[src/rtl/dmaw_pkg.sv]
// Shared types and helpers for the DMA write-data packer.
package dmaw_pkg;

   typedef enum logic [1:0] {
      StIdle,
      StFwd,
      StPack,
      StDrain
   } dmaw_state_e;

   localparam int unsigned DefAxiDw  = 128;
   localparam int unsigned DefInDw   = 32;
   // Widest beat supported by the strobe helper (1024-bit data).
   localparam int unsigned MaxStrbW  = 128;

   // Strobe mask covering nbytes bytes starting at word lane 'lane'.
   function automatic logic [MaxStrbW-1:0] strb_mask(input int unsigned lane,
                                                     input int unsigned nbytes,
                                                     input int unsigned in_bytes);
      logic [MaxStrbW-1:0] mask;
      int unsigned         lo;
      mask = '0;
      lo   = lane * in_bytes;
      for (int unsigned b = 0; b < MaxStrbW; b++) begin
         mask[b] = (b >= lo) && (b < lo + nbytes);
      end
      return mask;
   endfunction

endpackage

[src/rtl/dmaw_out_reg.sv]
// Single-entry valid/ready holding register for packed beats.
module dmaw_out_reg #(
   parameter int unsigned DW = 128,
   parameter int unsigned SW = 16
) (
   input  logic          clk_i,
   input  logic          rst_i,
   input  logic          push_i,
   input  logic [DW-1:0] push_data_i,
   input  logic [SW-1:0] push_strb_i,
   input  logic          push_last_i,
   output logic          push_ready_o,
   output logic          valid_o,
   output logic [DW-1:0] data_o,
   output logic [SW-1:0] strb_o,
   output logic          last_o,
   input  logic          ready_i
);

   logic          valid_q;
   logic [DW-1:0] data_q;
   logic [SW-1:0] strb_q;
   logic          last_q;

   // A new beat may enter when empty or when the held beat leaves this cycle.
   assign push_ready_o = !valid_q || ready_i;

   always_ff @(posedge clk_i) begin
      if (rst_i) begin
         valid_q <= 1'b0;
         data_q  <= '0;
         strb_q  <= '0;
         last_q  <= 1'b0;
      end else if (push_i) begin
         valid_q <= 1'b1;
         data_q  <= push_data_i;
         strb_q  <= push_strb_i;
         last_q  <= push_last_i;
      end else if (ready_i) begin
         valid_q <= 1'b0;
      end
   end

   assign valid_o = valid_q;
   assign data_o  = data_q;
   assign strb_o  = strb_q;
   assign last_o  = last_q;

endmodule

[src/rtl/dmaw_packer.sv]
// Packs a narrow write-data stream into address-aligned AXI beats with strobes and last.
// Optional DMAW_PACKER_ALIGN_CHECK_EN flags sub-word start addresses on cmd_err.
module dmaw_packer
   import dmaw_pkg::*;
#(
   parameter int unsigned AXI_DW = DefAxiDw,
   parameter int unsigned IN_DW  = DefInDw
) (
   input  logic                  usr_clk,
   input  logic                  usr_reset,
   input  logic                  cmd_valid,
   output logic                  cmd_ready,
   input  logic [31:0]           cmd_sa,
   input  logic [31:0]           cmd_len,
   input  logic [IN_DW-1:0]      in_data,
   input  logic                  in_valid,
   output logic                  in_ready,
   output logic                  cfg_dmaw_valid,
   input  logic                  cfg_dmaw_ready,
   output logic [31:0]           cfg_dmaw_sa,
   output logic [31:0]           cfg_dmaw_len,
   output logic [AXI_DW-1:0]     dmaw_data,
   output logic [AXI_DW/8-1:0]   dmaw_strb,
   output logic                  dmaw_last,
   output logic                  dmaw_valid,
   input  logic                  dmaw_ready,
   output logic                  cmd_err
);

   localparam int unsigned AXI_BYTES = AXI_DW / 8;
   localparam int unsigned IN_BYTES  = IN_DW / 8;
   localparam int unsigned RATIO     = AXI_DW / IN_DW;
   localparam int unsigned InShift   = $clog2(IN_BYTES);
   localparam int unsigned LaneW     = (RATIO > 1) ? $clog2(RATIO) : 1;

   dmaw_state_e          state_q;
   logic                 cmd_ready_q;
   logic                 cfg_valid_q;
   logic [31:0]          sa_q;
   logic [31:0]          len_q;
   logic [31:0]          rem_q;
   logic [LaneW-1:0]     lane_q;
   logic [AXI_DW-1:0]    asm_data_q;
   logic [AXI_BYTES-1:0] asm_strb_q;

   logic [31:0]          sa_aligned;
   logic [LaneW-1:0]     lane_init;
   logic [31:0]          take;
   logic [31:0]          rem_next;
   logic [LaneW-1:0]     lane_next;
   logic                 lane_wrap;
   logic                 word_completes;
   logic                 word_acc;
   logic                 push_ready;
   logic [AXI_BYTES-1:0] word_strb;
   logic [AXI_DW-1:0]    word_bmask;
   logic [AXI_DW-1:0]    word_shift;
   logic [AXI_DW-1:0]    beat_data;
   logic [AXI_BYTES-1:0] beat_strb;

   assign sa_aligned = cmd_sa & ~32'(IN_BYTES - 1);
   assign lane_init  = LaneW'((cmd_sa >> InShift) & 32'(RATIO - 1));

   always_comb begin
      take           = (rem_q < 32'(IN_BYTES)) ? rem_q : 32'(IN_BYTES);
      rem_next       = rem_q - take;
      lane_wrap      = (lane_q == LaneW'(RATIO - 1));
      lane_next      = lane_wrap ? '0 : lane_q + LaneW'(1);
      word_completes = lane_wrap || (rem_next == 32'd0);
      word_strb      = AXI_BYTES'(strb_mask(int'(lane_q), take, IN_BYTES));
      word_bmask     = '0;
      for (int unsigned i = 0; i < AXI_DW; i++) begin
         word_bmask[i] = word_strb[i / 8];
      end
      word_shift     = AXI_DW'(in_data) << (int'(lane_q) * IN_DW);
      // Bytes past the command length are zeroed, not just unstrobed.
      beat_data      = asm_data_q | (word_shift & word_bmask);
      beat_strb      = asm_strb_q | word_strb;
   end

   // A completing word needs room in the output register; other words never stall.
   assign in_ready = (state_q == StPack) && (!word_completes || push_ready);
   assign word_acc = in_valid && in_ready;

   always_ff @(posedge usr_clk) begin
      if (usr_reset) begin
         state_q     <= StIdle;
         cmd_ready_q <= 1'b1;
         cfg_valid_q <= 1'b0;
         sa_q        <= '0;
         len_q       <= '0;
         rem_q       <= '0;
         lane_q      <= '0;
         asm_data_q  <= '0;
         asm_strb_q  <= '0;
      end else begin
         unique case (state_q)
            StIdle: begin
               if (cmd_valid) begin
                  sa_q        <= sa_aligned;
                  len_q       <= cmd_len;
                  rem_q       <= cmd_len;
                  lane_q      <= lane_init;
                  asm_data_q  <= '0;
                  asm_strb_q  <= '0;
                  cmd_ready_q <= 1'b0;
                  cfg_valid_q <= 1'b1;
                  state_q     <= StFwd;
               end
            end
            StFwd: begin
               if (cfg_dmaw_ready) begin
                  cfg_valid_q <= 1'b0;
                  if (len_q == 32'd0) begin
                     cmd_ready_q <= 1'b1;
                     state_q     <= StIdle;
                  end else begin
                     state_q <= StPack;
                  end
               end
            end
            StPack: begin
               if (word_acc) begin
                  rem_q  <= rem_next;
                  lane_q <= lane_next;
                  if (word_completes) begin
                     asm_data_q <= '0;
                     asm_strb_q <= '0;
                     if (rem_next == 32'd0) begin
                        state_q <= StDrain;
                     end
                  end else begin
                     asm_data_q <= beat_data;
                     asm_strb_q <= beat_strb;
                  end
               end
            end
            StDrain: begin
               if (dmaw_valid && dmaw_ready) begin
                  cmd_ready_q <= 1'b1;
                  state_q     <= StIdle;
               end
            end
            default: state_q <= StIdle;
         endcase
      end
   end

   dmaw_out_reg #(
      .DW (AXI_DW),
      .SW (AXI_BYTES)
   ) u_out_reg (
      .clk_i        (usr_clk),
      .rst_i        (usr_reset),
      .push_i       (word_acc && word_completes),
      .push_data_i  (beat_data),
      .push_strb_i  (beat_strb),
      .push_last_i  (rem_next == 32'd0),
      .push_ready_o (push_ready),
      .valid_o      (dmaw_valid),
      .data_o       (dmaw_data),
      .strb_o       (dmaw_strb),
      .last_o       (dmaw_last),
      .ready_i      (dmaw_ready)
   );

   assign cmd_ready      = cmd_ready_q;
   assign cfg_dmaw_valid = cfg_valid_q;
   assign cfg_dmaw_sa    = sa_q;
   assign cfg_dmaw_len   = len_q;

`ifdef DMAW_PACKER_ALIGN_CHECK_EN
   logic err_q;

   always_ff @(posedge usr_clk) begin
      if (usr_reset) begin
         err_q <= 1'b0;
      end else if ((state_q == StIdle) && cmd_valid &&
                   ((cmd_sa & 32'(IN_BYTES - 1)) != 32'd0)) begin
         err_q <= 1'b1;
      end
   end

   assign cmd_err = err_q;
`else
   assign cmd_err = 1'b0;
`endif

endmodule

[config.mk]
export PLATFORM = sky130hd
export DESIGN_NAME = dmaw_packer
export DESIGN_NICKNAME = d
export VERILOG_FILES = /design/src/rtl/dmaw_pkg.sv /design/src/rtl/dmaw_out_reg.sv /design/src/rtl/dmaw_packer.sv
export SDC_FILE = /design/constraint.sdc
export NUM_CORES = 1
export LEC_CHECK = 0
export CORE_MARGIN = 5
export CORE_UTILIZATION = 50
export DETAILED_ROUTE_END_ITERATION = 6
export GPL_ROUTABILITY_DRIVEN = 0
export PLACE_DENSITY_LB_ADDON = 0.25
export SKIP_LAST_GASP = 1
export SYNTH_ARGS = -nofsm -noshare
export SYNTH_HDL_FRONTEND = slang
export SYNTH_SLANG_ARGS = --single-unit
[constraint.sdc]
create_clock -name usr_clk -period 5.39 [get_ports usr_clk]
set_input_delay 1.078 -clock usr_clk [delete_from_list [all_inputs] [get_ports usr_clk]]
set_output_delay 1.078 -clock usr_clk [all_outputs]
set_load 0.05 [all_outputs]
==> results.txt, run 1 <==
hold path depth -> 2
Syn Inst Count -> 2062
area delta synth->final -> 25.5%
number of global-route vias before repair -> 15900
Hold Fails Final Rpt -> 0
DRC viols -> 0
worst skew pair latency -> 0.54 ns
Top Family by Delay on Critical Path -> simple AND/OR/NAND/NOR gates
first-pass GRT wire length -> 85.8 mm
Mapped Avg Cell Area -> 8.69 um^2
Final setup viols -> 0
synthesized area -> 17900 um^2
Core Footprint -> 35500 um^2
reg2reg path depth -> 16
Min-Delay Path Class -> register to register
crit-path max FO -> 7
DRT Pass-1 Iters -> 5
count of pins over their slew limit -> 0
Int Pwr -> 5.16 mW
WP buf/inv -> 2
post-DR vias/cell -> 6.05
dpl cell area -> 21100 um^2
H-tree depth -> 2
die area -> 39700 um^2
post-synthesis async set-or-reset flop share -> 0
DR iter-0 viols -> 1490
P_leak -> 7.07 nW
VDD IR max -> 234 uV
post-layout util -> 0.634
Flop pwr share -> 0.416
Synth top cells by count -> dfxtp_1 (390), a21oi_1 (309), nor2_1 (199)
initial antenna violation count -> 0
CP max stage delay -> 0.62 ns
Final WS setup -> 0.170 ns
DIE WIDTH -> 199 um
Post-Route WL -> 54.7 mm
Unique masters post-synth -> 88
most frequent cell after synthesis -> dfxtp_1
filler cell count in the final layout -> 2987
relative slew slack -> 0.290
clock share of power -> 0.376
CP cell instances -> or4_4 > nor3_4 > and3_1 > inv_1 > nand2_1 > ha_4 > nor2_1 > nor2_1 > a21oi_2 > or3_4 > nor4_4 > a31oi_4 > nor2_1 > nor2_1 > buf_4
Psw -> 2.29 mW
dpl hpwl -> 37.0 mm
PD cells -> 331 nW/um^2
Post-synth EDFFs -> 0
Seq cells post-synth -> 390
Avg WL per Cell -> 20.0 um
Switching Share -> 0.308
clock sinks -> 390
Primary FF master, synth -> dfxtp_1
NumNets Final -> 2359
Comb power frac -> 0.209
Root Driver -> clkbuf_16
via count -> 16600
worst-margin pin slew -> 1.06 ns
sequential element share of the synthesized area -> 0.436
largest net degree at the start of global routing -> 130
overall die height -> 199 um
synth top area cells -> dfxtp_1 (44%), a21oi_1 (8.6%), a2111oi_2 (8.0%)
Startpoint Class -> register
period utilisation layout -> 0.968
yosys warns -> 0
Max-Cap Viols -> 0
CP arrival -> 4.14 ns
post-route cell area -> 22500 um^2
slowest CP cell -> or4_4
cts bufs inserted -> 42
Critical Path RT -> 4.31 ns
GRT Overall Usage -> 0.262
ANT nets after route -> 0
Critical Path End Type -> output port
Final Critical Period -> 5.22 ns
Crit path top cell by count -> nor2_1
CTS clk-pin slew, worst paths -> 0.06 ns
GR Overflow Total -> 0
dpl ws -> 0.453 ns
outcome -> finished, final reports clean
port bufs -> 310
Initial Utilization -> 0.505
# diodes -> 0
CTS Hold Bufs -> 0
top cell type by total area after synthesis -> dfxtp_1
share of post-route cells with drive strength above 1 -> 0.119
overall power -> 7.46 mW
Top-Level Pins -> 316
final clock skew -> 0.0150 ns
Max Freq -> 192 MHz
row count -> 69
Synth top area share -> 0.436
CTS tree -> built
WS Path Type -> register to output port
CP Depth -> 15
clock buffer depth -> 3
-- cell type report --
| class | instances | area, um^2 | area share |
|---|---|---|---|
| sequential | 390 | 7810 | 0.347 |
| tap | 461 | 577 | 0.0256 |
| inverter | 151 | 567 | 0.0252 |
| clock inverter | 8 | 67.6 | 0.00300 |
| clock buffer | 65 | 1270 | 0.0565 |
| multi-input combinational | 1311 | 8640 | 0.384 |
| timing repair buffer | 354 | 3570 | 0.159 |
-- cell families after synthesis --
logic type / count (synthesis) / share of synthesized area
AND/OR/NAND/NOR: 540 / 0.137
buffers and inverters: 364 / 0.0880
flip-flops: 390 / 0.436
other: 2 / 0.000419
AO/OA/AOI/OAI: 746 / 0.326
XOR/XNOR: 5 / 0.00244
multiplexers: 8 / 0.00468
adder cells (fa/ha/maj): 7 / 0.00530
-- per-layer routing --
layer / global-route usage / share of wire
met5: 0 / 0
met1: 0.351 / 0.42
met4: 0.0770 / 0.026
met2: 0.425 / 0.47
met3: 0.0626 / 0.083
-- path summary, 6_finish.rpt --
kind,from,endpoint,slack (ns)
max reg2reg,rem_q[9],asm_data_q[83],0.73
min,cfg_dmaw_sa[4],cfg_dmaw_sa[4],0.45
max,rem_q[9],in_ready,0.17
min reg2reg,cfg_dmaw_sa[4],cfg_dmaw_sa[4],0.45
-- per-stage QoR --
step | hold slack (ns) | TNS [ns] | std cells
4_1_cts | 0.455 | 0 | 2737
3_5_place_dp | 0.446 | 0 | 2663
3_3_place_gp | 0.441 | 0 | 2663
5_1_grt | 0.477 | -0.0287 | 2740
6_report | 0.454 | 0 | 2740
2_1_floorplan | 0.429 | 0 | 2065
-- repair_timing --
action,CTS,global route
pin swaps,2,2
buffers inserted,1,3
gates resized for setup,1,8
setup endpoints to repair,1,1
-- power by group through the flow --
stage                     registers (mW)  clock network, mW  logic [mW]
final                               3.10               2.80        1.56
after global routing                3.11               2.97        1.67
after CTS                           3.09               2.85        1.53
after detailed placement            3.15                  0        1.52
after global placement              3.15                  0        1.50
after floorplan                     3.25                  0       0.956
-- worst min-delay path, stage by stage, from the launching register on --
cell and delay [ns]:
dfxtp_1 0.31, nand2_1 0.05, a21oi_1 0.05
-- cells in the final DEF (no fill, tap or decap), types with 31 or more instances in the layout --
| cell | Yosys | final |
|---|---|---|
| nor2_1 | 199 | 198 |
| clkdlybuf4s50_1 | 0 | 308 |
| inv_1 | 149 | 149 |
| o21ai_0 | 42 | 41 |
| clkbuf_16 | 0 | 45 |
| buf_4 | 7 | 34 |
| a311oi_1 | 43 | 43 |
| a211oi_1 | 100 | 100 |
| nand3_1 | 55 | 55 |
| nand2_1 | 168 | 167 |
| a21oi_1 | 309 | 309 |
| nor3_1 | 32 | 31 |
| a2111oi_2 | 96 | 96 |
| dfxtp_1 | 390 | 387 |
-- state kept, by name, summed over array words and instances (netlist names), 2 cells and up, named ones only --
signal and flops:
asm_data_q 128, asm_strb_q 16, cfg_dmaw_len 32, cfg_dmaw_sa 30, lane_q 2, rem_q 32
u_out_reg.data_o 128, u_out_reg.strb_o 16
Note: power is estimated with default switching activity, not from simulation.
==> run 2, diff against run 1 <==
- PLACE_DENSITY: default -> 0.77
- PLACE_DENSITY_LB_ADDON: 0.25 -> default
==> results.txt, run 2 (synthesized netlist as in run 1, its figures left out) <==
outcome -> finished, final reports clean
CTS clk-pin slew, worst paths -> 0.06 ns
register area -> 7810 um^2
GR Overflow Total -> 0
dpl cell area -> 21100 um^2
initial antenna violation count -> 2
ANT nets after route -> 0
NumNets Final -> 2352
period utilisation layout -> 0.938
Max-Cap Viols -> 0
post-DR vias/cell -> 6.10
clock buffer depth -> 3
Hold Fails Final Rpt -> 0
share of post-route cells with drive strength above 1 -> 0.116
dpl hpwl -> 38.2 mm
highest-count cells in the layout ignoring fill and taps -> dfxtp_1 (390), a21oi_1 (309), clkdlybuf4s50_1 (308)
Avg WL per Cell -> 20.5 um
DIE WIDTH -> 199 um
row count -> 69
Min-Delay Path Class -> register to register
die area -> 39700 um^2
DRC viols -> 0
final clock skew -> 0.0129 ns
largest net degree at the start of global routing -> 170
Initial Utilization -> 0.505
Switching Share -> 0.311
number of global-route vias before repair -> 16200
slowest CP cell -> or4_4
Psw -> 2.34 mW
via count -> 16700
DR iter-0 viols -> 1611
first-pass GRT wire length -> 86.7 mm
Top Family by Delay on Critical Path -> simple AND/OR/NAND/NOR gates
commonest non-fill, non-tap cell in the layout -> dfxtp_1
VDD IR max -> 322 uV
worst-margin pin slew -> 1.07 ns
WS Path Type -> register to output port
Critical Path End Type -> output port
multi-input logic area -> 8610 um^2
Post-Route WL -> 56.2 mm
Top-Level Pins -> 316
Critical Path RT -> 4.31 ns
area delta synth->final -> 25.3%
Core Footprint -> 35500 um^2
Startpoint Class -> register
PD cells -> 335 nW/um^2
worst skew pair latency -> 0.54 ns
overall power -> 7.52 mW
crit-path max FO -> 10
Final setup viols -> 0
CP cell instances -> or4_4 > nor3_4 > and3_1 > inv_1 > nand2_1 > ha_2 > nor2_1 > nor3_1 > a21oi_1 > o32ai_1 > o2111a_1 > a31oi_2 > nor2_1 > nor2_1 > buf_12
DRT Pass-1 Iters -> 5
CTS tree -> built
clock share of power -> 0.383
H-tree depth -> 2
Comb power frac -> 0.205
Int Pwr -> 5.18 mW
Flop pwr share -> 0.413
port bufs -> 310
Final Critical Period -> 5.06 ns
WP buf/inv -> 2
count of pins over their slew limit -> 0
relative slew slack -> 0.290
RSZ-0062 raised after global routing -> false
Root Driver -> clkbuf_16
clock sinks -> 390
Max Freq -> 198 MHz
cts bufs inserted -> 42
GRT Overall Usage -> 0.266
Crit path top cell by count -> nor2_1
P_leak -> 7.04 nW
post-route cell area -> 22500 um^2
CP max stage delay -> 0.61 ns
overall die height -> 199 um
Sum Neg Setup Slack -> 0 ns
CP arrival -> 3.98 ns
filler cell count in the final layout -> 2844
==> run 2: final timing paths <==
path                     to  cells past startpoint  slack [ns]            from
max                in_ready                     15        0.33       rem_q[17]
min          cfg_dmaw_sa[9]                      2        0.45  cfg_dmaw_sa[9]
max reg2reg  asm_data_q[38]                     16        0.80       rem_q[17]
min reg2reg  cfg_dmaw_sa[9]                      2        0.45  cfg_dmaw_sa[9]
==> run 2: area by class of cell <==
| cell class | instances | share of cell area |
|---|---|---|
| diodes | 1 | 0.000111 |
| clock buffers | 65 | 0.0556 |
| clock inverters | 11 | 0.00579 |
| inverters | 151 | 0.0252 |
| multi-input cells | 1311 | 0.383 |
| flip-flops and latches | 390 | 0.347 |
| well taps | 461 | 0.0257 |
| repair buffers | 347 | 0.157 |
==> run 2: layer usage <==
metal	part of all wire	global-route usage	up-vias
li1	-	-	7859
met1	0.40	0.336	7986
met2	0.48	0.457	737
met3	0.086	0.0524	124
met4	0.034	0.0923	2
met5	0.00012	0	-
==> run 2: power groups by stage <==
stage	sequential [mW]	combinational (mW)	clock, mW
4_1_cts	3.10	1.52	2.91
2_1_floorplan	3.25	0.956	0
3_3_place_gp	3.15	1.48	0
6_report	3.10	1.54	2.88
3_5_place_dp	3.16	1.51	0
5_1_grt	3.11	1.65	3.04
==> run 2: worst register-to-register path, cell delays in order, from the launching register on <==
cell and delay [ns]:
dfxtp_1 0.40, or4_4 0.62, nor3_4 0.21, and3_1 0.19
inv_1 0.06, nand2_1 0.07, ha_2 0.25, nor2_1 0.10
nor2_1 0.15, a21oi_2 0.12, a311oi_1 0.42, nor4_4 0.10
buf_4 0.17, a31oi_4 0.49, buf_4 0.28, o211ai_1 0.27
a2111oi_0 0.57
==> run 2: timing repair <==
action	4_1_cts	5_1_grt
hold buffers	0	0
buffers inserted	2	0
resized for setup	0	4
pin swaps	2	2
endpoints found under the hold margin	0	0
setup endpoints to repair	1	1
==> run 2: per-stage QoR <==
step	cells	setup WS [ns]	hold slack (ns)	util
floorplan	2065	0.588	0.429	-
global placement	2658	0.545	0.441	0.594
detailed placement	2658	0.504	0.446	0.594
CTS	2736	0.0879	0.457	0.633
global route	2736	0.0316	0.471	0.633
finish	2737	0.333	0.454	0.633
==> run 3, diff against run 2 <==
- RECOVER_POWER: default -> 100
==> results.txt, run 3 (synthesized netlist as in run 1, its figures left out) <==
CTS tree -> built
Most Crowded Layer GR -> met2
DR iter-0 viols -> 1546
met1 usage -> 0.336
number of global-route vias before repair -> 16200
CTS clk-pin slew, worst paths -> 0.06 ns
reg2reg path depth -> 16
Core Footprint -> 35500 um^2
CP max stage delay -> 0.83 ns
Flop pwr share -> 0.417
dpl hpwl -> 38.2 mm
commonest non-fill, non-tap cell in the layout -> dfxtp_1
routing usage on met3 -> 0.0524
largest net degree at the start of global routing -> 170
final clock skew -> 0.0146 ns
Switching Share -> 0.308
worst-margin pin slew -> 1.90 ns
worst skew pair latency -> 0.54 ns
Startpoint Class -> register
CP cell instances -> or4_4 > nor3_4 > and3_1 > inv_1 > nand2_1 > ha_2 > nor2_1 > nor2_1 > a21oi_1 > or3_1 > nor4_4 > clkbuf_1 > a31o_2 > clkbuf_2 > a21oi_1 > a311oi_1
GRT Overall Usage -> 0.266
failing checks -> capacitance limit, slew limit
clock sinks -> 390
Worst Setup SP -> rem_q[17]
Critical Path RT -> 5.80 ns
die area -> 39700 um^2
WP buf/inv -> 3
reg2reg end -> u_out_reg.data_o[45]
ANT nets after route -> 0
Avg WL per Cell -> 20.6 um
Top Family by Delay on Critical Path -> simple AND/OR/NAND/NOR gates
clock share of power -> 0.389
period utilisation layout -> 0.942
Comb power frac -> 0.194
NumNets Final -> 2352
Final Critical Period -> 5.08 ns
outcome -> complete, but fails checks
Int Pwr -> 5.14 mW
first-pass GRT wire length -> 86.7 mm
initial antenna violation count -> 2
internal reg-to-reg setup slack -> 0.31 ns
filler cell count in the final layout -> 3028
crit-path max FO -> 37
Final setup viols -> 0
Max Freq -> 197 MHz
WS Path Type -> register to register
Critical Path End Type -> register
via count -> 16800
Post-Route WL -> 56.5 mm
CP endpoint -> u_out_reg.data_o[45]
cts bufs inserted -> 42
Hold Fails Final Rpt -> 0
reg2reg start -> rem_q[17]
GR Overflow Total -> 0
P_leak -> 7.64 nW
relative slew slack -> -0.268
clock buffer depth -> 3
Min-Delay Path Class -> register to register
Initial Utilization -> 0.505
Max-Cap Viols -> 3
DIE WIDTH -> 199 um
Root Driver -> clkbuf_16
CP arrival -> 5.49 ns
overall die height -> 199 um
VDD IR max -> 322 uV
overall power -> 7.43 mW
Top-Level Pins -> 316
CP Depth -> 16
Sum Neg Setup Slack -> 0 ns
RSZ-0062 raised after global routing -> false
DRT Pass-1 Iters -> 6
Min Hold Slack -> 0.451 ns
PD cells -> 342 nW/um^2
row count -> 69
area delta synth->final -> 21.2%
post-DR vias/cell -> 6.15
met2 Use GR -> 0.457
H-tree depth -> 2
slowest CP cell -> a31o_2
DRC viols -> 0
share of post-route cells with drive strength above 1 -> 0.0703
highest-count cells in the layout ignoring fill and taps -> dfxtp_1 (390), a21oi_1 (310), dlygate4sd3_1 (210)
Psw -> 2.29 mW
count of pins over their slew limit -> 391
port bufs -> 310
[run 3: area by class of cell]
cell class | count | area, um^2 | area share
Antenna cell | 1 | 2.50 | 0.000115
Clock buffer | 65 | 1250 | 0.0575
Clock inverter | 11 | 130 | 0.00599
Inverter | 151 | 567 | 0.0261
Multi-Input combinational cell | 1311 | 7950 | 0.366
Sequential cell | 390 | 7810 | 0.359
Tap cell | 461 | 577 | 0.0266
Timing Repair Buffer | 347 | 3440 | 0.158
[run 3: worst min-delay path by stage]
stage                                from              end  slack [ns]  cells past startpoint
after floorplan             asm_strb_q[2]    asm_strb_q[2]        0.43                      2
after global placement    cfg_dmaw_sa[31]  cfg_dmaw_sa[31]        0.44                      2
after detailed placement    asm_strb_q[2]    asm_strb_q[2]        0.45                      2
after CTS                  cfg_dmaw_sa[9]   cfg_dmaw_sa[9]        0.46                      2
after global routing      cfg_dmaw_sa[14]  cfg_dmaw_sa[14]        0.47                      2
final                      cfg_dmaw_sa[9]   cfg_dmaw_sa[9]        0.45                      2
[run 3: layer usage]
metal / vias to the layer above / wire length [um]
li1: 7868 / -
met3: 146 / 4830
met4: 2 / 2010
met2: 738 / 27000
met1: 8070 / 22600
met5: - / 13
[run 3: repair_timing]
action	4_1_cts	5_1_grt
gates resized for setup	0	4
pin swaps	2	2
buffers inserted	2	0
hold buffers	0	0
setup endpoints to repair	1	1
[run 3: worst reg2reg max path: cells and delay by family (launching register included)]
family	cells	cell delay, ns
fa+ha+maj	1	0.25
buf+inv	3	0.81
flops	1	0.40
simple gates	8	1.99
compound gates	4	1.53
[run 3: per-stage QoR]
step / worst slack, ns / instance area [um^2] / util / cells
finish: 0.311 / 21700 / 0.612 / 2737
detailed placement: 0.504 / 21100 / 0.594 / 2658
floorplan: 0.588 / 17900 / - / 2065
CTS: 0.0879 / 22500 / 0.633 / 2736
global route: 0.0184 / 21700 / 0.612 / 2736
global placement: 0.545 / 21100 / 0.594 / 2658
[run 3: power groups by stage]
stage / combinational, mW / clock (mW) / sequential [mW]
CTS: 1.52 / 2.91 / 3.10
floorplan: 0.956 / 0 / 3.25
finish: 1.44 / 2.89 / 3.10
global route: 1.55 / 3.04 / 3.11
global placement: 1.48 / 0 / 3.15
detailed placement: 1.51 / 0 / 3.16
